$ cat src/rtl/sel_mem_seq_if.sv
// ============================================================================
// sel_mem_seq_if : write port, replay control and output stream of sel_mem_seq
// Revision 1.0
// ============================================================================
`default_nettype none

interface sel_mem_seq_if #(
  parameter int WIDTH = 4,
  parameter int AW    = 3
);
  logic             wr_en;
  logic [AW-1:0]    wr_addr;
  logic [WIDTH-1:0] wr_data;
  logic             start;
  logic [AW-1:0]    last_idx;
  logic             out_ready;
  logic [WIDTH-1:0] data_out;
  logic             out_valid;
  logic             busy;
  logic             done;

  modport master (
    output wr_en, wr_addr, wr_data, start, last_idx, out_ready,
    input  data_out, out_valid, busy, done
  );

  modport slave (
    input  wr_en, wr_addr, wr_data, start, last_idx, out_ready,
    output data_out, out_valid, busy, done
  );
endinterface

`default_nettype wire

$ cat src/rtl/sel_mem_seq.sv
// ============================================================================
// sel_mem_seq : selector memory replayed 0..last on a valid/ready stream
// Revision 1.0
// ============================================================================
`default_nettype none

module sel_mem_seq #(
  parameter int WIDTH = 4,
  parameter int DEPTH = 8,
  parameter int AW    = 3
) (
  input  wire logic       clk,
  input  wire logic       rst,
  sel_mem_seq_if.slave    bus
);

  localparam logic [AW:0]   DEPTH_W  = (AW+1)'(DEPTH);
  localparam logic [AW-1:0] LAST_MAX = AW'(DEPTH - 1);

  typedef enum logic [1:0] {
    S_IDLE = 2'd0,
    S_RUN  = 2'd1,
    S_DONE = 2'd2
  } state_t;

  state_t           state;
  logic [AW-1:0]    ptr;
  logic [AW-1:0]    last;
  logic [WIDTH-1:0] data_reg;
  logic             valid_reg;
  logic             busy_reg;
  logic             done_reg;

  logic [WIDTH-1:0] mem [DEPTH];

  logic             wr_ok;
  logic [AW-1:0]    rd_idx;
  logic [WIDTH-1:0] rd_data;
  logic [AW-1:0]    last_clamped;
  logic             xfer;

  assign wr_ok        = bus.wr_en && ({1'b0, bus.wr_addr} < DEPTH_W);
  assign last_clamped = ({1'b0, bus.last_idx} >= DEPTH_W) ? LAST_MAX : bus.last_idx;
  assign xfer         = valid_reg && bus.out_ready;

  // Write-first: a load from the entry being written this cycle sees wr_data.
  always_comb begin
    rd_idx  = (state == S_IDLE) ? '0 : ptr + AW'(1);
    rd_data = mem[rd_idx];
    if (wr_ok && (bus.wr_addr == rd_idx)) begin
      rd_data = bus.wr_data;
    end
  end

  always_ff @(posedge clk or posedge rst) begin
    if (rst) begin
      for (int i = 0; i < DEPTH; i++) begin
        mem[i] <= '0;
      end
    end else if (wr_ok) begin
      mem[bus.wr_addr] <= bus.wr_data;
    end
  end

  always_ff @(posedge clk or posedge rst) begin
    if (rst) begin
      state     <= S_IDLE;
      ptr       <= '0;
      last      <= '0;
      data_reg  <= '0;
      valid_reg <= 1'b0;
      busy_reg  <= 1'b0;
      done_reg  <= 1'b0;
    end else begin
      case (state)
        S_IDLE: begin
          done_reg <= 1'b0;
          if (bus.start) begin
            last      <= last_clamped;
            ptr       <= '0;
            data_reg  <= rd_data;
            valid_reg <= 1'b1;
            busy_reg  <= 1'b1;
            state     <= S_RUN;
          end
        end
        S_RUN: begin
          if (xfer) begin
            if (ptr == last) begin
              valid_reg <= 1'b0;
              busy_reg  <= 1'b0;
              done_reg  <= 1'b1;
              state     <= S_DONE;
            end else begin
              ptr      <= ptr + AW'(1);
              data_reg <= rd_data;
            end
          end
        end
        S_DONE: begin
          done_reg <= 1'b0;
          state    <= S_IDLE;
        end
        default: begin
          valid_reg <= 1'b0;
          busy_reg  <= 1'b0;
          done_reg  <= 1'b0;
          state     <= S_IDLE;
        end
      endcase
    end
  end

  assign bus.data_out  = data_reg;
  assign bus.out_valid = valid_reg;
  assign bus.busy      = busy_reg;
  assign bus.done      = done_reg;

endmodule

`default_nettype wire

$ cat src/flat_wrapper.sv
// flat-port wrapper written by rule: the top's interface ports become plain ports
module sel_mem_seq_flat 
#(
  parameter int WIDTH = 4,
  parameter int DEPTH = 8,
  parameter int AW    = 3
)
  (clk, rst, bus_wr_en, bus_wr_addr, bus_wr_data, bus_start, bus_last_idx, bus_out_ready, bus_data_out, bus_out_valid, bus_busy, bus_done);
  sel_mem_seq_if #(.WIDTH(WIDTH), .AW(AW)) bus_i ();
  input  wire logic clk;
  input  wire logic rst;
  input wire logic [$bits(bus_i.wr_en)-1:0] bus_wr_en;
  input wire logic [$bits(bus_i.wr_addr)-1:0] bus_wr_addr;
  input wire logic [$bits(bus_i.wr_data)-1:0] bus_wr_data;
  input wire logic [$bits(bus_i.start)-1:0] bus_start;
  input wire logic [$bits(bus_i.last_idx)-1:0] bus_last_idx;
  input wire logic [$bits(bus_i.out_ready)-1:0] bus_out_ready;
  output wire logic [$bits(bus_i.data_out)-1:0] bus_data_out;
  output wire logic [$bits(bus_i.out_valid)-1:0] bus_out_valid;
  output wire logic [$bits(bus_i.busy)-1:0] bus_busy;
  output wire logic [$bits(bus_i.done)-1:0] bus_done;
  assign bus_i.wr_en = bus_wr_en;
  assign bus_i.wr_addr = bus_wr_addr;
  assign bus_i.wr_data = bus_wr_data;
  assign bus_i.start = bus_start;
  assign bus_i.last_idx = bus_last_idx;
  assign bus_i.out_ready = bus_out_ready;
  assign bus_data_out = bus_i.data_out;
  assign bus_out_valid = bus_i.out_valid;
  assign bus_busy = bus_i.busy;
  assign bus_done = bus_i.done;
  sel_mem_seq #(.WIDTH(WIDTH), .DEPTH(DEPTH), .AW(AW)) u_core (.clk(clk), .rst(rst), .bus(bus_i));
endmodule
$ cat config.mk
export PLATFORM = sky130hd
export DESIGN_NAME = sel_mem_seq_flat
export DESIGN_NICKNAME = d
export VERILOG_FILES = /design/src/rtl/sel_mem_seq_if.sv /design/src/rtl/sel_mem_seq.sv /design/src/flat_wrapper.sv
export SDC_FILE = /design/constraint.sdc
export NUM_CORES = 1
export LEC_CHECK = 0
export BUFFER_PORTS_ARGS = -buffer_cell sky130_fd_sc_hd__buf_2
export CAP_MARGIN = 20
export CORE_UTILIZATION = 45
export CTS_CLUSTER_SIZE = 28
export DETAILED_ROUTE_END_ITERATION = 8
export PLACE_DENSITY = 0.66
export SETUP_SLACK_MARGIN = 0.1
export SLEW_MARGIN = 20
export SYNTH_ARGS = -nofsm -noshare
export SYNTH_HDL_FRONTEND = slang
export SYNTH_SLANG_ARGS = --single-unit
$ cat constraint.sdc
create_clock -name clk -period 1.65 [get_ports clk]
set_input_delay 0.165 -clock clk [delete_from_list [all_inputs] [get_ports clk]]
set_output_delay 0.165 -clock clk [all_outputs]
set_load 0.02 [all_outputs]
==> impl_metrics.toml <==
[worst_setup_path]
worstPathBufferInverterCount = 1
arrival_ns = 1.86
startpoint_type = "flip-flop"
cp-end-kind = "flip-flop"
crit_slowest_cell = "dfrtp_2"
startpoint = "u_core.ptr[0]"
rrSetupSlack_ns = -0.02
endpoint = "u_core.bus.data_out[1]"
path_cells = "ha_4 > nand2b_4 > a21oi_4 > xnor2_1 > buf_4 > a32oi_1 > o21ai_1"
rr_startpoint = "u_core.ptr[0]"
crit_family = "compound AO/OA/AOI/OAI gates"
cpPeakStageDelay_ns = 0.47
cp.depth = 7
required_ns = 1.84
critPathMaxFanout = 5
r2r_cells = 7
r2r_end = "u_core.bus.data_out[1]"
worstSetupPathType = "reg -> reg"

[placed_design]
place_congestion = 0.944
dp_cells = 299
numPortBuffers = 21
hpwl_microns = 3950

[detailed_routing]
firstDrtPassIters = 4
wl_met3_microns = 265
wl_microns = 5330
drtIter0Drc = 113
met2_length_microns = 2480
vias_per_cell = 5.48
wl_per_cell_microns = 17.0
drc = 0
met1_length_microns = 2520
vias = 1714
drtAntennaViolNets = 0
highest_layer = "met4"

[logic_synthesis]
ys_ff_latch = 46
synth_area_sq_um = 2300
synth_largest_area_cell = "dfrtp_1"
synth.avg_cell_area_sq_um = 11.5
ys_seq_area_frac = 0.501
synth.distinct_cells = 40
syn_inst = 199
syn_nets = 215
synth_top_area_frac = 0.501
ys_top_cells_by_area = "dfrtp_1 50%, mux2_1 6.9%, mux2_2 5.4%"
ys_warn_count = 0

[finish]
mostFrequentLayoutCells = "42 x dfrtp_1, 21 x nand2_1, 21 x buf_2"
max_flop_register = "u_core.mem"
num-nets-final = 261
nFillCells = 428
largest_reg_flops = 32
layout_commonest_cell = "dfrtp_1"
areaGrowthSynthToFinish_pct = 26.0
drive_gt1_frac = 0.382
finalNonFillerCells = 313
antenna_cells = 0

[clock_network]
clkTransAtPathRegs_ns = 0.09
cts_made_buffers = 5
clockRootBuffer = "clkbuf_8"
cts_sinks = 46
clk_latency_ns = 0.30
cts_tree = "done"
ctsHtreeMaxLevel = 2
clockBufferDepth = 2

[job]
drv_cap = 0

[pwr]
p_leak_uw = 0.00124
ir_drop_mv = 0.728
finalPower_uw = 5400
power_density_nw_per_um2 = 1860

[grt]
track_usage = 0.215
antenna_found_initial = 0
overflow = 0
grt_pass1_wl_microns = 8560
grt_pass1_vias = 1672
grt_max_degree = 27

[timing]
relSlewSlack = 0.685
max_clock_freq_ghz = 0.598
fin_crit_sh = 1.01
finalCriticalPeriod_ns = 1.67
setup_viol = 3
tightest_slew_ns = 0.472
slew_viol_final = 0
fin_ws_ns = -0.0215
final-hold-violation-count = 0
fin_hold_ws_ns = 0.0830
rsz0062_at_grt = "yes"
skew_ns = 0.00561

[run_status]
failed_checks = "setup timing"
status = "finished, violations left"

[die]
die_y_microns = 73.5
core-area_sq_um = 4820
rows = 25
die_w_microns = 73.5
start_util = 0.477
ios = 22
die_area_sq_um = 5390

[min_path]
hp-class = "in -> reg"
==> per-layer routing <==
| layer | track usage | vias to the layer above |
|---|---|---|
| li1 | - | 829 |
| met1 | 0.310 | 834 |
| met2 | 0.337 | 44 |
| met3 | 0.0329 | 7 |
| met4 | 0.0577 | 0 |
| met5 | 0 | - |
==> worst register-to-register path, delay by kind of cell, from the launching register on <==
kind                     cells  cell delay [ns]
flip-flops                   1             0.47
adder cells (fa/ha/maj)      1             0.19
AND/OR/NAND/NOR              1             0.14
AO/OA/AOI/OAI                3             0.51
buffers and inverters        1             0.16
XOR/XNOR                     1             0.09
==> final cells by class <==
type,count,area [sq um],area share
clock inverter,3,21.3,0.00735
multi-input combinational,143,1230,0.424
clock buffer,5,68.8,0.0238
timing repair buffer,45,324,0.112
tap,67,83.8,0.0290
inverter,4,15.0,0.00519
sequential,46,1160,0.399
==> synthesized netlist by cell type <==
| cell | n |
|---|---|
| inv_1 | 4 |
| xor2_1 | 1 |
| nor2_1 | 1 |
| mux2_1 | 14 |
| nand2b_1 | 6 |
| a32oi_1 | 3 |
| a21oi_1 | 5 |
| a22o_1 | 1 |
| nor3b_2 | 2 |
| a21oi_2 | 1 |
| o32a_1 | 3 |
| o31ai_1 | 3 |
| or2b_1 | 1 |
| o21bai_2 | 1 |
| buf_4 | 1 |
| buf_2 | 3 |
| clkbuf_1 | 2 |
| o211ai_2 | 1 |
| mux2_2 | 11 |
| and2_1 | 1 |
| nand2_1 | 23 |
| nand4b_1 | 3 |
| o21ai_1 | 7 |
| a211oi_1 | 3 |
| nand4_1 | 2 |
| xnor2_1 | 5 |
| nand3_1 | 1 |
| nor2_2 | 2 |
| nor2b_1 | 1 |
| o21ai_0 | 15 |
| mux4_1 | 1 |
| nor4_1 | 1 |
| or2_1 | 1 |
| a31o_4 | 1 |
| mux2i_1 | 11 |
| nor3_1 | 5 |
| dfrtp_1 | 46 |
| a21o_4 | 2 |
| o221ai_1 | 3 |
| ha_1 | 1 |
==> where the power goes <==
group	total, uW	internal [uW]	switching [uW]
Clock	706	298	408
Combinational	2950	1500	1450
Sequential	1740	1460	279
==> kinds of logic (layout without fill, tap and decap cells) <==
kind of cell             after synthesis  in the layout  share of synthesized area
XOR/XNOR                               6              6                     0.0229
multiplexers                          37             37                      0.182
AND/OR/NAND/NOR                       50             50                      0.116
adder cells (fa/ha/maj)                1              1                    0.00545
AO/OA/AOI/OAI                         49             49                      0.153
flip-flops                            46             46                      0.501
buffers and inverters                 10             57                     0.0196
==> timing repair <==
action / CTS / global route
hold buffers: 1 / 0
gates cloned: 0 / 0
pin swaps: 9 / 5
endpoints found under the setup margin: 8 / 9
hold endpoints to repair: 20 / 0
resized for setup: 10 / 11
setup buffers: 3 / 2
==> how the worst min path moves through the flow <==
stage | depth (start not counted) | startpoint | endpoint | slack [ns]
3_5_place_dp | 2 | rst | u_core.last[1] | 0.22
5_1_grt | 2 | bus_last_idx[0] | u_core.last[0] | 0.09
6_report | 2 | bus_last_idx[2] | u_core.last[2] | 0.08
2_1_floorplan | 1 | bus_wr_data[0] | u_core.mem[28] | 0.30
4_1_cts | 2 | bus_last_idx[1] | u_core.last[1] | 0.09
3_3_place_gp | 2 | rst | u_core.last[1] | 0.21
==> metrics by stage <==
stage | setup TNS [ns] | instance area [sq um] | utilization | setup WS, ns
detailed placement | -0.0926 | 2660 | 0.553 | -0.0450
floorplan | 0 | 2360 | - | 0.0472
global placement | -0.0282 | 2660 | 0.553 | -0.0222
CTS | -0.0189 | 2830 | 0.588 | -0.00847
finish | -0.0379 | 2900 | 0.601 | -0.0215
global route | -0.307 | 2900 | 0.601 | -0.0838
(Power assumes the default switching activity.)
